[src/rtl/four_bit_ctl_pkg.sv]
// Shared types and constants for the four-bit counter run controller.
package four_bit_ctl_pkg;

  localparam int CNT_W_DEFAULT = 4;

  typedef enum logic [2:0] {
    S_IDLE  = 3'd0,
    S_CLEAR = 3'd1,
    S_RUN   = 3'd2,
    S_HALT  = 3'd3,
    S_DONE  = 3'd4,
    S_ERROR = 3'd5
  } state_t;

  localparam logic [1:0] ERR_NONE   = 2'b00;
  localparam logic [1:0] ERR_BLOWUP = 2'b01;
  localparam logic [1:0] ERR_STALL  = 2'b10;

endpackage

[src/rtl/run_stall_watchdog.sv]
// Flags a counter that stops moving while enabled: pulses stall on the
// STALL_LIMIT-th consecutive cycle whose value equals the previous cycle's.
module run_stall_watchdog #(
  parameter int W           = 4,
  parameter int STALL_LIMIT = 8
) (
  input  logic         Clock,
  input  logic         Reset,
  input  logic         enable,
  input  logic [W-1:0] value,
  output logic         stall
);

  localparam logic [7:0] LIMIT_M1 = 8'(STALL_LIMIT - 1);

  logic [W-1:0] prev_q;
  logic         primed_q;
  logic [7:0]   cnt_q;
  logic         same;

  // The first enabled cycle has no valid previous value to compare against.
  assign same  = enable && primed_q && (value == prev_q);
  assign stall = same && (cnt_q == LIMIT_M1);

  always_ff @(posedge Clock or negedge Reset) begin
    if (!Reset) begin
      prev_q   <= '0;
      primed_q <= 1'b0;
      cnt_q    <= '0;
    end else begin
      prev_q   <= value;
      primed_q <= enable;
      if (same) begin
        cnt_q <= cnt_q + 8'd1;
      end else begin
        cnt_q <= '0;
      end
    end
  end

endmodule

[src/rtl/four_bit_run_controller.sv]
// Initiator for the lab four-bit counter: clear, run to an exact target,
// halt and report, with blow_up and stall supervision.
module four_bit_run_controller
  import four_bit_ctl_pkg::*;
#(
  parameter int CNT_W       = CNT_W_DEFAULT,
  parameter int STALL_LIMIT = 8
) (
  input  logic             Clock,
  input  logic             Reset,
  input  logic             cmd_valid,
  input  logic [CNT_W-1:0] cmd_target,
  output logic             cmd_ready,
  input  logic             abort,
  input  logic             err_clr,
  input  logic [CNT_W-1:0] Counter_Out,
  input  logic             blow_up,
  output logic             start,
  output logic             stop,
  output logic             cnt_clear,
  output logic             done,
  output logic [CNT_W-1:0] result,
  output logic             aborted,
  output logic             err,
  output logic [1:0]       err_code,
  output logic [2:0]       fsm_state
);

  localparam logic [CNT_W-1:0] ONE = CNT_W'(1);

  state_t           state, state_next;
  logic [CNT_W-1:0] target_q;
  logic [CNT_W-1:0] result_q;
  logic             aborted_q, aborted_next;
  logic [1:0]       err_code_q, err_code_next;
  logic             capture;
  logic             stall;

  run_stall_watchdog #(
    .W           (CNT_W),
    .STALL_LIMIT (STALL_LIMIT)
  ) u_watchdog (
    .Clock  (Clock),
    .Reset  (Reset),
    .enable (state == S_RUN),
    .value  (Counter_Out),
    .stall  (stall)
  );

  always_ff @(posedge Clock or negedge Reset) begin
    if (!Reset) begin
      state      <= S_IDLE;
      target_q   <= '0;
      result_q   <= '0;
      aborted_q  <= 1'b0;
      err_code_q <= ERR_NONE;
    end else begin
      state      <= state_next;
      aborted_q  <= aborted_next;
      err_code_q <= err_code_next;
      if (capture) begin
        target_q <= cmd_target;
      end
      // The counter is stopped in HALT, so this value is what DONE reports.
      if (state == S_HALT && state_next == S_DONE) begin
        result_q <= Counter_Out;
      end
    end
  end

  // Priority in RUN: blow_up, stall, abort, then the target match. The match
  // uses target-1 because the counter takes one more increment on the exit edge.
  always_comb begin
    state_next    = state;
    aborted_next  = aborted_q;
    err_code_next = err_code_q;
    capture       = 1'b0;
    case (state)
      S_IDLE: begin
        if (cmd_valid) begin
          state_next   = S_CLEAR;
          aborted_next = 1'b0;
          capture      = 1'b1;
        end
      end
      S_CLEAR: begin
        if (blow_up) begin
          state_next    = S_ERROR;
          err_code_next = ERR_BLOWUP;
        end else if (target_q == '0) begin
          state_next = S_HALT;
        end else begin
          state_next = S_RUN;
        end
      end
      S_RUN: begin
        if (blow_up) begin
          state_next    = S_ERROR;
          err_code_next = ERR_BLOWUP;
        end else if (stall) begin
          state_next    = S_ERROR;
          err_code_next = ERR_STALL;
        end else if (abort) begin
          state_next   = S_HALT;
          aborted_next = 1'b1;
        end else if (Counter_Out == target_q - ONE) begin
          state_next = S_HALT;
        end
      end
      S_HALT: begin
        if (blow_up) begin
          state_next    = S_ERROR;
          err_code_next = ERR_BLOWUP;
        end else begin
          state_next = S_DONE;
        end
      end
      S_DONE: begin
        state_next = S_IDLE;
      end
      S_ERROR: begin
        if (err_clr) begin
          state_next    = S_IDLE;
          err_code_next = ERR_NONE;
        end
      end
      default: begin
        state_next = S_IDLE;
      end
    endcase
  end

  // Every control output is a decode of the state register, so reset forces
  // stop high asynchronously.
  assign start     = (state == S_RUN);
  assign stop      = (state != S_RUN);
  assign cnt_clear = (state == S_CLEAR);
  assign cmd_ready = (state == S_IDLE);
  assign done      = (state == S_DONE);
  assign err       = (state == S_ERROR);
  assign result    = result_q;
  assign aborted   = aborted_q;
  assign err_code  = err_code_q;
  assign fsm_state = state;

endmodule

[config.mk]
export PLATFORM = sky130hd
export DESIGN_NAME = four_bit_run_controller
export DESIGN_NICKNAME = d
export VERILOG_FILES = /design/src/rtl/four_bit_ctl_pkg.sv /design/src/rtl/run_stall_watchdog.sv /design/src/rtl/four_bit_run_controller.sv
export SDC_FILE = /design/constraint.sdc
export NUM_CORES = 1
export LEC_CHECK = 0
export BUFFER_PORTS_ARGS = -buffer_cell sky130_fd_sc_hd__buf_2
export CAP_MARGIN = 30
export CELL_PAD_IN_SITES_DETAIL_PLACEMENT = 0
export CELL_PAD_IN_SITES_GLOBAL_PLACEMENT = 1
export CORE_MARGIN = 2
export CORE_UTILIZATION = 43
export CTS_CLUSTER_SIZE = 8
export DETAILED_ROUTE_END_ITERATION = 10
export PLACE_DENSITY = 0.93
export SYNTH_ARGS = -nofsm -noshare
export SYNTH_HDL_FRONTEND = slang
export SYNTH_SLANG_ARGS = --single-unit
[constraint.sdc]
create_clock -name Clock -period 5.9 [get_ports Clock]
set_clock_uncertainty 0.2 [all_clocks]
set_input_delay 0.295 -clock Clock [delete_from_list [all_inputs] [get_ports Clock]]
set_output_delay 0.295 -clock Clock [all_outputs]
set_load 0.05 [all_outputs]
Word level (Yosys, flattened, before mapping)
Index checks and enable logic that the tools add are counted.
{"block": "totals", "regBits": 27, "latchBits": 0, "ram_bits": 0, "rom_bits": 0, "input_bits": 14, "output_inout_bits": 16, "elab_cells": 61, "n_memories": 0}
{"block": "classes", "n_addsub": 2, "n_mul": 0, "div_mod_pow": 0, "magnitude_cmp": 0, "n_eq_ne": 17, "n_shift": 0, "mux": 23, "bitwise": 0, "reduce_logical": 11}
{"cell": "3-bit two-way mux", "count": 7}
{"cell": "3-bit case mux with 5 select lines", "count": 1}
{"cell": "2-bit inequality test, second input constant", "count": 5}
{"cell": "3-bit equality test, second input constant", "count": 3}
{"cell": "8-bit by 1-bit adder with 8-bit output, second input constant", "count": 1}
{"cell": "4-bit equality test", "count": 2}
{"cell": "8-bit by 3-bit equality test with 1-bit output, second input constant", "count": 1}
{"cell": "1-bit two-way mux", "count": 8}
{"cell": "2-bit two-way mux", "count": 4}
{"cell": "8-bit two-way mux", "count": 1}
{"cell": "3-bit by 2-bit equality test with 1-bit output, second input constant", "count": 2}
{"cell": "2-bit case mux with 3 select lines", "count": 1}
{"cell": "5-bit AND reduction", "count": 1}
{"cell": "1-bit logical AND", "count": 4}
{"cell": "4-bit logical NOT", "count": 1}
{"cell": "4-bit AND reduction", "count": 1}
{"cell": "4-bit by 1-bit subtractor with 4-bit output, second input constant", "count": 1}
{"cell": "3-bit by 1-bit equality test with 1-bit output, second input constant", "count": 1}
{"cell": "3-bit logical NOT", "count": 1}
{"cell": "3-bit by 2-bit inequality test with 1-bit output, second input constant", "count": 1}
{"cell": "3-bit inequality test, second input constant", "count": 1}
{"cell": "3-bit nonzero test", "count": 1}
{"cell": "2-bit by 1-bit inequality test with 1-bit output, second input constant", "count": 1}
{"cell": "1-bit case mux with 2 select lines", "count": 1}
{"cell": "other kinds (2)", "count": 2}

Longest topological paths before layout
Gate-level depths: netlist (run 1).
{"block": "logic_depth", "word_depth": 9, "ltp_mapped": 7, "ltp_nobuf": 6}

Hierarchy
Synthesis (run 1) repeated with hierarchy kept, for this count alone.
{"block": "unflattened", "hier_cells": 130, "area_unflattened_um2": 1365.1}
{"mod": "four_bit_run_controller", "n_inst": 1, "cells_per_inst": 81, "area_per_inst_um2": 808.3, "seq_area_each_um2": 350.3}
{"mod": "run_stall_watchdog", "n_inst": 1, "cells_per_inst": 49, "area_per_inst_um2": 556.8, "seq_area_each_um2": 325.3}

Worst setup path before layout (run 1)
Ideal clock, no wire load.
{"block": "synth_path", "path_type": "flip-flop to flip-flop", "start": "reg state[1], in the netlist fsm_state[1]", "end": "reg target_q[0]", "setup_time_ns": 0.125, "t_arrival_ns": 2.657, "required_ns": 5.575, "path_slack_ns": 2.919, "path_stages_with_launch": 5, "n_path_buf": 1, "period_less_slack_ns": 2.981, "cell_sequence": "dfrtp_1 > clkbuf_1 > nor3_1 > nand2_1 > mux2_2"}
{"block": "synth_via", "elab_chain_len": 2}
{"element": "from (decl)", "line_no": "four_bit_run_controller.sv:31", "rtl": "state_t state, state_next;"}
{"element": "from (signal assigned)", "line_no": "four_bit_run_controller.sv:58", "rtl": "state <= state_next;"}
{"element": "3-bit logical NOT"}
{"element": "via cmd_ready", "line_no": "four_bit_run_controller.sv:13", "rtl": "output logic cmd_ready,"}
{"element": "1-bit two-way mux", "line_no": "four_bit_run_controller.sv:78", "rtl": "case (state)"}
{"element": "to (signal assigned)", "line_no": "four_bit_run_controller.sv:62", "rtl": "target_q <= cmd_target;"}
{"element": "to (decl)", "line_no": "four_bit_run_controller.sv:32", "rtl": "logic [CNT_W-1:0] target_q;"}
The timed path passes the listed nets, and every way through them passes these cells.
A chain may end at the register's enable or synchronous reset.

Final worst setup path (run 1)
{"block": "layout_path", "start": "reg state[1], in the netlist fsm_state[1]", "end": "reg err_code_q[0], in the netlist err_code[0]"}
{"block": "layout_via", "elab_chain_len": 6, "elab_cells_between_ends": 14, "classes_between": "eq/ne (7); mux (1); reduce/logical (6)"}
{"element": "3-bit by 2-bit equality test with 1-bit output", "line_no": "four_bit_run_controller.sv:45, four_bit_run_controller.sv:78"}
{"element": "1-bit logical AND (2 in a row)", "line_no": "run_stall_watchdog.sv:22", "rtl": "assign same = enable && primed_q && (value == prev_q);"}
{"element": "1-bit logical AND", "line_no": "run_stall_watchdog.sv:23", "rtl": "assign stall = same && (cnt_q == LIMIT_M1);"}
{"element": "3-bit inequality test (no source line)"}
{"element": "4-bit AND reduction (no source line)"}
{"element": "to (signal assigned)", "line_no": "four_bit_run_controller.sv:60", "rtl": "err_code_q <= err_code_next;"}
{"element": "to (decl)", "line_no": "four_bit_run_controller.sv:35", "rtl": "logic [1:0] err_code_q, err_code_next;"}
Parallel ways exist; a longest one is shown, timed or not.

==> impl_metrics.csv, run 1 <==
group,metric,value,unit
logic_synthesis,ys_top_cells_by_area,"dfrtp_1 52%, mux2_2 6.9%, xnor2_1 6.1%, xor2_1 4.7%, nor2_1 4.3%",
outcome,status,"finished clean",
logic_synthesis,yosysUniqueCellTypes,29,
setup_path,reg2reg_depth,5,
detailed_routing,wl,2.38,mm
setup_path,critPathRequiredTime,5.92,ns
floorplan,start_util,46.4,%
logic_synthesis,synth_area,1300,µm²
logic_synthesis,syn_avg_cell_area,10.9,µm²
clock_tree,cts.repair.resized,0,
detailed_routing,drcViolationCount,0,
setup_path,cp-end-kind,"register",
logic_synthesis,ys_seq_elements,27,
logic_synthesis,syn_nets,135,
placed_design,portBuffers,29,
logic_synthesis,synth-warning-count,0,
floorplan,rows,19,
floorplan,chipWidth,59.0,µm
floorplan,core_area,2810,µm²
setup_path,crit_arrival,2.22,ns
logic_synthesis,yosys.area.top_type_share,51.9,%
worst_hold_path,hold_depth,2,
detailed_routing,via_count,958,
logic_synthesis,synth_area_leader_cell,"dfrtp_1",
clock_tree,cts_buffer_depth,2,
run,max_cap_violations,0,
grt,grt_use_total,15.9,%
setup_path,critical_path_peak_fanout,12,
logic_synthesis,synthFlopType,"dfrtp_1",
timing,rsz0062_at_grt,"false",
timing,setup_viol,0,
detailed_routing,routedWlPerCell,12.7,µm
layout,syn_to_final_growth,20.8,%
timing,finalSetupTns,0,ns
logic_synthesis,ys_seq_area_share,51.9,%
grt,grt_pass1_wl,4.09,mm
grt,grt_pass1_vias,890,
clock_tree,worstSkewPairLatency,0.32,ns
layout,final_common_cell,"buf_2",
worst_hold_path,hold_path.class,"input port to register",
detailed_routing,drt-vias-per-instance,5.10,
logic_synthesis,async_reset_ff_share,100,%
timing,fmax,0.456,GHz
power_and_ir_drop,leakage,0.734,nW
power_and_ir_drop,p_per_area,470,nW/µm²
clock_tree,h-tree-depth,1,
setup_path,cp-start-kind,"register",
clock_tree,cts_tree,"yes",
grt,antenna_found_initial,0,
timing,drv_slew,0,
detailed_routing,first_iter_violations,37,
detailed_routing,antenna_left,0,
layout,fill_cells,241,
grt,grt_overflow,0,
layout,mostFrequentLayoutCells,"29 x buf_2, 27 x dfrtp_1, 15 x nor2_1, 9 x xnor2_1, 9 x dlygate4sd3_1",
timing,period_share,37.2,%
logic_synthesis,synth_cells,119,
floorplan,io_pins,30,
timing,worstMarginPinSlew,0.573,ns
logic_synthesis,synth_edf_count,0,
clock_tree,numCtsBuffers,3,
setup_path,critPathKind,"register to register",
power_and_ir_drop,total_power,0.740,mW
placed_design,routabilityCongestion,0.828,
grt,grt_max_degree,28,
setup_path,r2r_setup_slack,3.70,ns
layout,multi_input_area,574,µm²
timing,hold_viol_final,0,
layout,diodes,0,
clock_tree,clkTransAtPathRegs,0.14,ns
floorplan,fp.dieH,59.0,µm
layout,layout-drive-gt1-share,28.0,%
power_and_ir_drop,peakVddDrop,0.334,mV
clock_tree,root_buffer,"clkbuf_4",
layout,regArea,676,µm²
timing,maxSlewHeadroom,61.8,%
detailed_routing,first_pass_iters,4,
timing,period_minus_slack,2.20,ns
clock_tree,cts.sinks,27,
layout,nNetsFinal,174,
floorplan,dieArea,3490,µm²
placed_design,dp_hpwl,1.77,mm
## routing by layer
layer | share of wire [%] | wire length, µm | track usage, % | vias to the layer above
li1 | - | - | - | 484
met1 | 49 | 1170 | 21.6 | 448
met3 | 3.7 | 88 | 3.06 | 4
met5 | 0 | 0 | 0 | -
met2 | 45 | 1070 | 24.1 | 22
met4 | 2.2 | 53 | 8.77 | 0
## cell families (layout without fill, tap and decap cells)
kind of cell / count (synthesis) / after routing / share of synthesized area, %
XOR/XNOR: 16 / 16 / 10.8
buffers and inverters: 10 / 48 / 4.03
flip-flops: 27 / 27 / 51.9
AO/OA/AOI/OAI: 14 / 14 / 7.01
adder cells (fa/ha/maj): 2 / 2 / 1.92
multiplexers: 10 / 10 / 8.55
AND/OR/NAND/NOR: 40 / 40 / 15.9
## final cells by class
type / instances / area share (%)
clock inverters: 1 / 0.318
repair buffers: 38 / 14.9
well taps: 31 / 2.46
inverters: 6 / 1.43
flip-flops and latches: 27 / 42.9
clock buffers: 3 / 1.43
multi-input cells: 82 / 36.5
## worst max-delay path, stage by stage (launching register included)
cell and delay, ns:
dfrtp_1 0.55, nor3b_4 0.36, nand4_2 0.13, or2_1 0.36, o21ai_2 0.18, mux2_1 0.32
## power breakdown
part	switching [mW]	total, mW	internal [mW]
registers	0.0479	0.279	0.231
logic	0.259	0.382	0.123
clock network	0.0535	0.0790	0.0255
## through the flow
stage	hold slack [ns]	instances	setup slack (ns)	cell area (µm²)	util [%]
3_5_place_dp	0.131	175	3.72	1460	51.9
5_1_grt	0.0294	188	3.59	1570	56.1
2_1_floorplan	-0.201	119	2.92	1300	-
3_3_place_gp	0.123	175	3.78	1460	51.9
4_1_cts	0.0219	188	3.70	1570	56.1
6_report	0.0255	188	3.70	1570	56.1
## registers in the layout (all words and copies together), names as in the netlist
| register | flops |
|---|---|
| u_watchdog.cnt_q | 8 |
| result | 4 |
| target_q | 4 |
| u_watchdog.prev_q | 4 |
| fsm_state | 3 |
| err_code | 2 |
| aborted | 1 |
| u_watchdog.primed_q | 1 |
## cell usage after synthesis, types with 2 or more instances
cell type and number:
dfrtp_1 27, o21ai_0 6, nor2_1 15, ha_1 2, inv_1 6, buf_6 2
mux2_2 8, clkbuf_1 2, nor3_1 5, a21oi_1 2, xnor2_1 9, and3_1 3
xor2_1 7, nand4_1 2, nand2_1 6, nand3_1 4
## final timing paths
check | from | endpoint
worst max-delay path | fsm_state[1] | err_code[0]
worst min register to register | u_watchdog.cnt_q[0] | u_watchdog.cnt_q[0]
min in group asynchronous | Reset | u_watchdog.cnt_q[3]
worst max register to register | fsm_state[1] | err_code[0]
max in group asynchronous | Reset | u_watchdog.cnt_q[5]
worst min-delay path | abort | aborted
## repair_timing
| item | 4_1_cts | 5_1_grt |
|---|---|---|
| setup buffers | 0 | 0 |
| hold buffers | 9 | 0 |
| hold endpoints to repair | 35 | 0 |
Power figures use the tool's default switching activity.
==> run 2, diff against run 1 <==
- CORE_UTILIZATION: 43 -> 40
- PLACE_DENSITY: 0.93 -> 0.88
- clock period: 5.9 -> 2.1 ns (I/O delays scaled with it)
==> impl_metrics.csv, run 2 (same netlist as run 1, synthesis figures left out) <==
group,metric,value,unit
outcome,status,"finished clean",
grt,grt_use_total,14.8,%
setup_path,crit_arrival,1.91,ns
setup_path,critical_path_peak_fanout,9,
clock_tree,cts.repair.resized,0,
setup_path,r2r_setup_slack,0.21,ns
clock_tree,cts_hold_buf,12,
layout,fill_cells,278,
layout,post-route-util,53.4,%
floorplan,rows,20,
clock_tree,post-cts-setup-buffers,0,
grt,grt_overflow,0,
layout,layout-drive-gt1-share,30.9,%
power_and_ir_drop,p_per_area,1280,nW/µm²
worst_hold_path,min_to,"aborted",
clock_tree,cts.sinks,27,
grt,grt_pass1_wl,4.08,mm
layout,top_register,"u_watchdog.cnt_q",
worst_hold_path,hold_depth,3,
timing,worstMarginPinSlew,0.574,ns
setup_path,cp-start-kind,"register",
grt,grt_max_degree,28,
setup_path,crit_slowest_cell,"dfrtp_2",
layout,syn_to_final_growth,26.2,%
timing,hold_viol_final,0,
timing,drv_slew,0,
detailed_routing,antenna_left,0,
floorplan,fp.dieH,61.1,µm
layout,nNetsFinal,179,
setup_path,cp-end-kind,"register",
power_and_ir_drop,peakVddDrop,1.26,mV
detailed_routing,drcViolationCount,0,
placed_design,routabilityCongestion,0.786,
floorplan,core_area,3080,µm²
detailed_routing,routedWlPerCell,11.5,µm
run,max_cap_violations,0,
layout,largest_reg_flops,8,
clock_tree,clkTransAtPathRegs,0.15,ns
setup_path,reg2reg_depth,5,
power_and_ir_drop,leakage,0.753,nW
grt,grt_pass1_vias,938,
timing,maxSlewHeadroom,61.8,%
detailed_routing,drt-vias-per-instance,4.80,
placed_design,placed_area,1500,µm²
placed_design,portBuffers,29,
setup_path,rr_startpoint,"fsm_state[2]",
layout,diodes,0,
clock_tree,numCtsBuffers,3,
timing,rsz0062_at_grt,"false",
clock_tree,worstSkewPairLatency,0.33,ns
setup_path,critPathRequiredTime,2.12,ns
floorplan,io_pins,30,
setup_path,crit_chain,"nor3b_4 > nand4_2 > or2_1 > o21ai_2 > mux2_1",
setup_path,cpPeakStageDelay,0.50,ns
detailed_routing,wl,2.38,mm
clock_tree,h-tree-depth,1,
timing,fin_hold_ws,0.0387,ns
floorplan,start_util,42.3,%
clock_tree,cts_tree,"yes",
timing,setup_viol,0,
floorplan,dieArea,3730,µm²
timing,period_minus_slack,1.89,ns
setup_path,r2r-end,"err_code[0]",
timing,period_share,90.1,%
timing,fmax,0.529,GHz
floorplan,chipWidth,61.1,µm
power_and_ir_drop,total_power,2.10,mW
setup_path,critPathKind,"register to register",
layout,final_common_cell,"buf_2",
detailed_routing,first_pass_iters,4,
worst_hold_path,hold_path.class,"input port to register",
layout,mostFrequentLayoutCells,"29 x buf_2, 24 x dfrtp_1, 15 x nor2_1, 12 x dlygate4sd3_1, 9 x xnor2_1",
layout,fin_area,1640,µm²
placed_design,dp_hpwl,1.78,mm
worst_hold_path,hp-start,"cmd_valid",
clock_tree,cts_buffer_depth,2,
clock_tree,root_buffer,"clkbuf_4",
detailed_routing,first_iter_violations,32,
detailed_routing,via_count,989,
grt,antenna_found_initial,0,
run 2: power breakdown:
| group | switching (mW) | leakage [nW] | internal (mW) |
|---|---|---|---|
| logic | 0.729 | 0.393 | 0.358 |
| registers | 0.133 | 0.342 | 0.654 |
| clock network | 0.151 | 0.0177 | 0.0715 |
run 2: area by class of cell:
cell class,count,area [µm²],area share (%)
Clock buffer,3,22.5,1.37
Clock inverter,1,5.00,0.304
Inverter,6,22.5,1.37
Multi-Input combinational cell,82,579,35.2
Sequential cell,27,679,41.3
Tap cell,44,55.1,3.35
Timing Repair Buffer,43,280,17.0
run 2: worst max path at each step:
stage | from | endpoint | slack, ns | depth (start not counted)
after floorplan | fsm_state[0] | err_code[0] | -0.44 | 7
after CTS | fsm_state[2] | err_code[0] | 0.21 | 5
final | fsm_state[2] | err_code[0] | 0.21 | 5
after global placement | fsm_state[2] | err_code[0] | 0.30 | 5
after detailed placement | fsm_state[2] | err_code[0] | 0.24 | 5
after global routing | fsm_state[1] | err_code[0] | 0.11 | 5
run 2: layer usage:
| layer | vias up | track usage, % | wire [µm] |
|---|---|---|---|
| met5 | - | 0 | 0 |
| met2 | 25 | 24.0 | 1110 |
| li1 | 490 | - | - |
| met4 | 0 | 5.59 | 43 |
| met3 | 4 | 2.73 | 148 |
| met1 | 470 | 19.9 | 1070 |
run 2: through the flow:
| stage | setup WS, ns | instances | setup TNS (ns) |
|---|---|---|---|
| after floorplan | -0.443 | 119 | -2.34 |
| after global placement | 0.298 | 190 | 0 |
| after detailed placement | 0.239 | 190 | 0 |
| after CTS | 0.206 | 206 | 0 |
| after global routing | 0.108 | 206 | 0 |
| final | 0.208 | 206 | 0 |
run 2: worst max-delay path, delay by kind of cell, from the launching register on:
family,cells,cell delay (ns)
AND/OR/NAND/NOR,3,0.61
flip-flops,1,0.50
multiplexers,1,0.33
AO/OA/AOI/OAI,1,0.14
